<file path="config.mk">
export PLATFORM = sky130hd
export DESIGN_NAME = rib_nxm
export DESIGN_NICKNAME = d
export VERILOG_FILES = /design/src/rtl/rib_pkg.sv /design/src/rtl/rib_rr_arbiter.sv /design/src/rtl/rib_nxm.sv
export SDC_FILE = /design/constraint.sdc
export NUM_CORES = 1
export LEC_CHECK = 0
export BUFFER_PORTS_ARGS = -buffer_cell sky130_fd_sc_hd__buf_2
export CORE_AREA = 5 5 226 228
export DETAILED_ROUTE_END_ITERATION = 6
export DIE_AREA = 0 0 231 233
export MAX_ROUTING_LAYER = met4
export PLACE_DENSITY = 0.3
export SLEW_MARGIN = 10
export SYNTH_ARGS = -nofsm -noshare
export SYNTH_HDL_FRONTEND = slang
export SYNTH_SLANG_ARGS = --single-unit
</file>
<file path="constraint.sdc">
create_clock -name clk -period 5.95 [get_ports clk]
set_clock_uncertainty 0.15 [all_clocks]
set_input_delay 0.2975 -clock clk [delete_from_list [all_inputs] [get_ports clk]]
set_output_delay 0.2975 -clock clk [all_outputs]
set_load 0.05 [all_outputs]
</file>
<file path="src/rtl/rib_pkg.sv">
// Shared definitions for the RIB N-master/M-slave interconnect:
// FSM encoding, slave-select field width and arbitration mode constants.
package rib_pkg;

  typedef enum logic [1:0] {
    ST_IDLE = 2'd0,
    ST_ADDR = 2'd1,
    ST_RESP = 2'd2
  } rib_state_e;

  // The slave index occupies the top SEL_W address bits.
  localparam int SEL_W = 4;

  localparam int ARB_FIXED = 0;
  localparam int ARB_RR    = 1;

endpackage

</file>
<file path="src/rtl/rib_rr_arbiter.sv">
// NM-wide priority picker: the first set request found searching upward
// from base_i (wrapping NM-1 -> 0) wins. Tie base_i to 0 for fixed priority.
module rib_rr_arbiter #(
  parameter int NM = 4,
  parameter int IW = 2
) (
  input  logic [NM-1:0] req_i,
  input  logic [IW-1:0] base_i,
  output logic          gnt_vld_o,
  output logic [IW-1:0] gnt_idx_o
);

  int cand;

  // Walk offsets from highest to lowest so the smallest offset is the last
  // (and therefore winning) assignment, avoiding an early loop exit.
  always_comb begin
    gnt_vld_o = 1'b0;
    gnt_idx_o = '0;
    cand      = 0;
    for (int i = NM - 1; i >= 0; i--) begin
      cand = int'(base_i) + i;
      if (cand >= NM) cand = cand - NM;
      if (req_i[IW'(cand)]) begin
        gnt_vld_o = 1'b1;
        gnt_idx_o = IW'(cand);
      end
    end
  end

endmodule

</file>
<file path="src/rtl/rib_nxm.sv">
// RIB interconnect top: arbitrates NM masters, decodes the winner onto one of
// NS slaves, returns ack/read data/error and drives the core hold flag.
module rib_nxm
  import rib_pkg::*;
#(
  parameter int NM       = 4,
  parameter int NS       = 3,
  parameter int ARB_MODE = 1,
  parameter int AW       = 32,
  parameter int DW       = 32
) (
  input  logic             clk,
  input  logic             rst,
  input  logic [NM-1:0]    m_req_i,
  input  logic [NM-1:0]    m_we_i,
  input  logic [NM*AW-1:0] m_addr_i,
  input  logic [NM*DW-1:0] m_data_i,
  output logic [DW-1:0]    m_data_o,
  output logic [NM-1:0]    m_ack_o,
  output logic             m_err_o,
  output logic             hold_flag_o,
  output logic [NS*AW-1:0] s_addr_o,
  output logic [NS*DW-1:0] s_data_o,
  output logic [NS-1:0]    s_we_o,
  input  logic [NS*DW-1:0] s_data_i
);

  localparam int IW = $clog2(NM);

  rib_state_e      state_q, state_d;
  logic [IW-1:0]   gidx_q, gidx_d;
  logic [IW-1:0]   rr_ptr_q, rr_ptr_d;

  logic [AW-1:0]    sel_addr;
  logic [DW-1:0]    sel_data;
  logic             sel_we;
  logic [SEL_W-1:0] sidx;
  logic             mapped;

  logic [NM-1:0] arb_req;
  logic [IW-1:0] arb_base;
  logic          arb_vld;
  logic [IW-1:0] arb_idx;

  always_ff @(posedge clk or negedge rst) begin
    if (!rst) begin
      state_q  <= ST_IDLE;
      gidx_q   <= '0;
      rr_ptr_q <= '0;
    end else begin
      state_q  <= state_d;
      gidx_q   <= gidx_d;
      rr_ptr_q <= rr_ptr_d;
    end
  end

  always_comb begin
    sel_addr = '0;
    sel_data = '0;
    sel_we   = 1'b0;
    for (int k = 0; k < NM; k++) begin
      if (IW'(k) == gidx_q) begin
        sel_addr = m_addr_i[k*AW +: AW];
        sel_data = m_data_i[k*DW +: DW];
        sel_we   = m_we_i[k];
      end
    end
  end

  assign sidx   = sel_addr[AW-1 -: SEL_W];
  assign mapped = (int'(sidx) < NS);

  // In RESP the master just served is excluded: its still-high request
  // belongs to the transfer that is completing this cycle.
  always_comb begin
    arb_req = m_req_i;
    if (state_q == ST_RESP) arb_req[gidx_q] = 1'b0;
  end

  assign arb_base = (ARB_MODE == ARB_RR) ? rr_ptr_q : '0;

  rib_rr_arbiter #(
    .NM (NM),
    .IW (IW)
  ) u_arb (
    .req_i     (arb_req),
    .base_i    (arb_base),
    .gnt_vld_o (arb_vld),
    .gnt_idx_o (arb_idx)
  );

  always_comb begin
    state_d  = state_q;
    gidx_d   = gidx_q;
    rr_ptr_d = rr_ptr_q;
    case (state_q)
      ST_IDLE, ST_RESP: begin
        if (arb_vld) begin
          state_d  = ST_ADDR;
          gidx_d   = arb_idx;
          rr_ptr_d = (arb_idx == IW'(NM - 1)) ? '0 : IW'(arb_idx + 1'b1);
        end else begin
          state_d = ST_IDLE;
        end
      end
      ST_ADDR: state_d = ST_RESP;
      default: state_d = ST_IDLE;
    endcase
  end

  // Address and write data fan out to every slave unqualified; only the
  // write strobe is decoded.
  always_comb begin
    s_we_o   = '0;
    s_addr_o = '0;
    s_data_o = '0;
    m_ack_o  = '0;
    m_err_o  = 1'b0;
    m_data_o = '0;
    for (int s = 0; s < NS; s++) begin
      s_addr_o[s*AW +: AW] = sel_addr;
      s_data_o[s*DW +: DW] = sel_data;
    end
    if (state_q == ST_ADDR && mapped && sel_we) begin
      for (int s = 0; s < NS; s++) begin
        if (int'(sidx) == s) s_we_o[s] = 1'b1;
      end
    end
    if (state_q == ST_RESP) begin
      m_ack_o[gidx_q] = 1'b1;
      if (mapped) begin
        for (int s = 0; s < NS; s++) begin
          if (int'(sidx) == s) m_data_o = s_data_i[s*DW +: DW];
        end
      end else begin
        m_err_o = 1'b1;
      end
    end
  end

  assign hold_flag_o = (state_q != ST_IDLE) | (|m_req_i);

endmodule

</file>
# --- Word-level counts from Yosys, hierarchy flattened ---
# Index checks and enable logic that the tools add are counted.
totals:
  regBits: 6
  inputBits: 362
  output_inout_bits: 233
  elab_cells: 97
op_classes:
  n_bitwise: 3
  add_sub_neg: 8
  n_mux: 54
  order_cmp: 11
  n_eq_ne: 8
  reduce_logical: 10
op_table:
  columns: ["cell", "count"]
  rows:
  - ["2-to-1 mux 32 bit", 13]
  - ["2-to-1 mux 1 bit", 23]
  - ["2-to-1 mux 2 bit", 9]
  - ["< comparator 2 x 4 -> 1 bit, second input constant", 4]
  - ["greater-or-equal comparator 3 bit, second input constant", 3]
  - ["binary-select mux 1 bit (select 2 bit)", 4]
  - ["2-to-1 mux 4 bit", 2]
  - ["subtractor 2 x 1 -> 2 bit, second input constant", 4]
  - ["adder 2 x 2 -> 3 bit, second input constant", 2]
  - ["bitwise AND 4 bit", 1]
  - ["== test 2 bit, first input constant", 2]
  - ["== test 2 bit, second input constant", 2]
  - ["== test 4 x 2 -> 1 bit, second input constant", 1]
  - ["== test 4 x 3 -> 1 bit, second input constant", 1]
  - ["zero test 2 bit", 2]
  - ["zero test 4 bit", 1]
  - ["< comparator 4 x 2 -> 1 bit, second input constant", 1]
  - ["NOT 4 bit", 1]
  - ["one-hot mux 2 bit (2 select lines)", 1]
  - ["OR reduction 4 bit", 1]
  - ["adder 2 x 1 -> 3 bit, second input constant", 1]
  - ["greater-or-equal comparator 2 x 3 -> 1 bit, second input constant", 1]
  - ["logical AND 1 bit", 3]
  - ["< comparator 2 x 3 -> 1 bit, second input constant", 1]
  - ["10 further kinds", 10]

# --- Longest topological paths before layout ---
depth:
  ltp_word: 16
  ltp_mapped: 9
  ltp_nobuf: 7

# --- By module ---
# A second synthesis with hierarchy kept.
hier_totals:
  cells_unflattened: 407
  area_unflattened_um2: 3758.6
modules_own_cells:
  columns: ["mod", "area_each_um2", "seq_area_each_um2", "cells_per_inst", "n_inst"]
  rows:
  - ["rib_nxm", 3681.0, 150.1, 394, 1]
  - ["rib_rr_arbiter", 77.6, 0.0, 13, 1]

# --- Worst setup path after synthesis ---
# Ideal clock, no wire load.
synth_timing:
  path_type: "flip-flop to flip-flop"
  startpoint: "register gidx_q[1]"
  endpoint: "register rr_ptr_q[1], in the netlist arb_base[1]"
  setup_time_ns: 0.125
  required_time_ns: 5.675
  path_stages_with_launch: 8
  path_slack_ns: 2.316
  n_path_buf: 1
  synth_period_minus_slack_ns: 3.634
  arrival_time_ns: 3.359
  path_cell_list: "dfrtp_1 clkbuf_1 nor4bb_1 nand2b_1 o22ai_1 a211oi_2 ha_1 mux2_2"
synth_between:
  elab_chain_len: 16
  word_cells_on_any_way: 32
  classes_between: "add/sub (1); order compare (2); eq/ne (1); mux (24); bitwise (2); reduce/logical (2)"
synth_lines:
  columns: ["item", "line", "source"]
  rows:
  - ["start: declaration", "rib_nxm.sv:31", "logic [IW-1:0] gidx_q, gidx_d;"]
  - ["start signal: assignment", "rib_nxm.sv:52", "gidx_q <= gidx_d;"]
  - ["< comparator 2 x 3 -> 1 bit (implied by the code) / greater-or-equal comparator 2 x 1 -> 1 bit (equally long branches)", "rib_nxm.sv:77", "if (state_q == ST_RESP) arb_req[gidx_q] = 1'b0;"]
  - ["logical AND 1 bit (implied by the code)", "rib_nxm.sv:77", null]
  - ["2-to-1 mux 1 bit (implied by the code)", "rib_nxm.sv:77", null]
  - ["demux 1 bit (select 2 bit) *", "rib_nxm.sv:77", null]
  - ["NOT 4 bit (no source line) *", null, null]
  - ["bitwise AND 4 bit (no source line) *", null, null]
  - ["2-to-1 mux 4 bit *", "rib_nxm.sv:77", null]
  - ["binary-select mux 1 bit (select 2 bit)", "rib_rr_arbiter.sv:24", "if (req_i[IW'(cand)]) begin"]
  - ["2-to-1 mux 1 bit (implied by the code) (2 in series)", "rib_rr_arbiter.sv:24", null]
  - ["2-to-1 mux 2 bit (3 in series)", "rib_rr_arbiter.sv:24", null]
  - ["2-to-1 mux 2 bit *", "rib_rr_arbiter.sv:24", null]
  - ["via arb_idx[0]", "rib_nxm.sv:43", "logic [IW-1:0] arb_idx;"]
  - ["adder 2 x 1 -> 2 bit / == test 2 bit (equally long branches)", "rib_nxm.sv:101", "rr_ptr_d = (arb_idx == IW'(NM - 1)) ? '0 : IW'(arb_idx + 1'b1);"]
  - ["2-to-1 mux 2 bit *", "rib_nxm.sv:101", null]
  - ["end signal: assignment", "rib_nxm.sv:53", "rr_ptr_q <= rr_ptr_d;"]
  - ["end: declaration", "rib_nxm.sv:32", "logic [IW-1:0] rr_ptr_q, rr_ptr_d;"]
# The timed path passes the listed nets; every way through them passes the cells marked *. The select of a mux whose other input is x is not followed.
# A chain may end at the register's enable or synchronous reset.

# --- Final worst setup path ---
layout_timing:
  startpoint: "register gidx_q[0]"
  endpoint: "output port m_data_o[25]"
layout_between:
  elab_chain_len: 11
  word_cells_on_any_way: 17
  classes_between: "order compare (1); eq/ne (5); mux (9); reduce/logical (2)"
layout_lines:
  columns: ["item", "line", "source"]
  rows:
  - ["zero test 2 bit", "rib_nxm.sv:62", "if (IW'(k) == gidx_q) begin"]
  - ["2-to-1 mux 32 bit (3 in series)", "rib_nxm.sv:62", null]
  - ["2-to-1 mux 32 bit *", "rib_nxm.sv:62", null]
  - ["zero test 4 bit", "rib_nxm.sv:133", "if (int'(sidx) == s) m_data_o = s_data_i[s*DW +: DW];"]
  - ["2-to-1 mux 32 bit (3 in series)", "rib_nxm.sv:133", null]
  - ["2-to-1 mux 32 bit *", "rib_nxm.sv:131", "if (mapped) begin"]
  - ["2-to-1 mux 32 bit *", "rib_nxm.sv:129", "if (state_q == ST_RESP) begin"]
  - ["end: declaration", "rib_nxm.sv:18", "output logic [DW-1:0] m_data_o,"]
# Mark *: on every way between the ends. The rest lies on a longest branch, timed or not.

==> flow_summary.yaml <==
worst_setup_path:
  critPathSlowestCell: "dfrtp_4"
  cp_max_fo: 32
  cp.arrival_ns: 3.81
  max_stage_delay_ns: 0.83
  critical_path_class: "flip-flop to output port"
  startpoint_type: "flip-flop"
  cp-end-kind: "output port"
  crit_chain: "mux4_2 -> buf_4 -> a211oi_1 -> nand2_1 -> nor3_1 -> buf_2"
  worstPathRequired_ns: 5.50
routing:
  antenna_left: 0
  drcViolationCount: 0
  routed_wl_mm: 30.0
  wl_per_cell_um: 19.8
  viasPerCell: 3.38
  drt_first_pass_iters: 5
  num_vias: 5107
  drt_iter0_markers: 134
floorplanning:
  die_w_um: 231
  initial_core_util_pct: 7.70
  die_h_um: 233
  top_level_ports: 595
  row_count: 81
  dieArea_mm2: 0.0538
  core_mm2: 0.0486
synth:
  synth-simple-area-share_pct: 17.7
  synth_flop_cell: "dfrtp_1"
  ys_async_sr_fraction_pct: 100
  ys_seq_elements: 6
  synth_mux_area_share_pct: 40.0
  postSynthNetCount: 805
  yosysSeqAreaShare_pct: 4.01
  syn_area_per_cell_um2: 8.47
  yosysWarningCount: 0
  synth_area_mm2: 0.00374
  synth_cells: 442
  synth-edff-count: 0
  synth-xor-area-share_pct: 0
  ys_types: 37
  synth_compound_area_share_pct: 6.99
  synth_adder_area_share_pct: 0.334
  synth_top_family_by_area: "multiplexers"
status:
  run_status: "complete, no violations"
placed_design:
  preCtsSetupSlack_ns: 1.84
  portBuffers: 594
  placed_area_mm2: 0.00640
  dp.cells: 1500
  dp_hpwl_mm: 27.6
  gp_congestion: 0.812
global_routing:
  grt-ovfl-total: 0
  grt_pass1_wl_mm: 39.0
  grt_pass1_vias: 5419
  grt_max_degree: 54
  grt_use_total_pct: 10.2
  antenna_found_initial: 9
clock_tree:
  cts_buffers: 3
  clockBufferDepth: 2
  clkTransAtPathRegs_ns: 0.03
  cts_sinks: 6
  insertion_delay_ns: 0.22
  post_cts_buffers: 0
  clockRootBuffer: "clkbuf_16"
  cts_tree: "done"
  cts-htree-levels: 1
timing:
  tightest_slew_ns: 1.11
  setup_viol: 0
  fmax_ghz: 0.235
  setup_tns_ns: 0
  period_share_pct: 71.6
  finalHoldViolations: 0
  setup_ws_ns: 1.69
  rsz0062_at_grt: "false"
  period_needed_ns: 4.26
  final_max_slew_viol_count: 0
  max_slew_margin_pct: 26.3
cells_and_area:
  postLayoutCellArea_mm2: 0.00650
  nNetsFinal: 1247
  layout.cells.non_filler: 1510
  fillers: 5685
  drive_gt1_share_pct: 76.5
  areaGrowthSynthToFinish_pct: 73.8
run:
  cap_violations: 0
worst_hold_path:
  hold_path.class: "input port to asynchronous set/reset pin"
-- final cells by class --
class                      count  area, um^2  area share, %
antenna                        6        15.0          0.231
clock buffer                   3        75.1           1.15
inverter                       6        22.5          0.346
multi-input combinational    267        2440           37.4
sequential                     6         158           2.42
tap                          622         778           12.0
timing repair buffer         600        3020           46.4
-- metrics by stage --
stage,utilization (%),hold WS (ns)
2_1_floorplan,-,-0.148
3_3_place_gp,13.2,-0.0140
3_5_place_dp,13.2,-0.0211
4_1_cts,13.3,0.299
5_1_grt,13.4,0.315
6_report,13.4,0.296
-- what timing repair did --
item	4_1_cts	5_1_grt
gates resized for setup	0	0
setup endpoints to repair	0	0
hold endpoints to repair	6	0
hold buffers	1	0
-- synthesized netlist by cell type (2+ instances only) --
master | instances | share of area, %
nand2_1 | 3 | 0.30
inv_1 | 6 | 0.60
mux2_2 | 4 | 1.2
o22ai_1 | 2 | 0.33
clkbuf_1 | 12 | 1.2
dfrtp_1 | 6 | 4.0
nand2b_1 | 2 | 0.33
a21oi_1 | 35 | 4.7
buf_4 | 128 | 26
buf_6 | 4 | 1.2
buf_1 | 7 | 0.70
nor3_1 | 32 | 4.3
mux4_2 | 64 | 39
nor2b_1 | 4 | 0.67
buf_2 | 12 | 1.6
nor2_1 | 100 | 10
-- per-layer routing --
metal | vias to the layer above | track usage (%) | wire [um]
met2 | 334 | 19.6 | 16100
met4 | 0 | 1.93 | 562
met1 | 2402 | 10.1 | 10500
met5 | - | - | 0
li1 | 2353 | - | -
met3 | 18 | 3.49 | 2830
-- sequential cells by signal, indices dropped and copies added, names as in the netlist --
register	cells
arb_base	2
gidx_q	2
state_q	2
-- worst paths after layout --
kind / startpoint / end / slack [ns] / cells past startpoint
setup / recovery: gidx_q[0] / m_data_o[25] / 1.69 / 6
setup reg to reg: gidx_q[0] / arb_base[1] / 3.07 / 6
hold / removal: rst / gidx_q[0] / 0.30 / 2
hold reg to reg: state_q[1] / state_q[1] / 0.45 / 1
min in group clk: m_req_i[0] / state_q[0] / 0.42 / 3
max in group asynchronous: rst / gidx_q[1] / 5.19 / 2
-- critical path, delay by kind of cell, from the launching register on --
kind / cells / cell delay, ns
and+or+nand+nor: 2 / 1.11
AOI/OAI and AO/OA: 1 / 0.32
DFF: 1 / 0.83
buffers and inverters: 2 / 0.59
muxes: 1 / 0.68
-- kinds of logic after synthesis --
kind of cell	count (synthesis)
buf+inv	169
simple gates	151
mux	69
compound gates	46
flops	6
fa+ha+maj	1
-- placed cells by master, fill, tap and decap left out, types with 2 or more instances in the layout --
cell	Yosys	layout
nand2b_1	2	2
mux4_2	64	64
dfrtp_4	0	2
diode_2	0	6
inv_1	6	6
nor3_1	32	32
nor2_1	100	100
a21oi_1	35	35
o22ai_1	2	2
dfrtp_1	6	4
clkbuf_16	0	3
nor2b_1	4	3
mux2_2	4	4
buf_2	12	594
nand2_1	3	3
buf_4	128	5
Power is left out: the tool's default activity adds up to more than one toggle a clock period on the data nets, which glitch-free logic cannot reach.
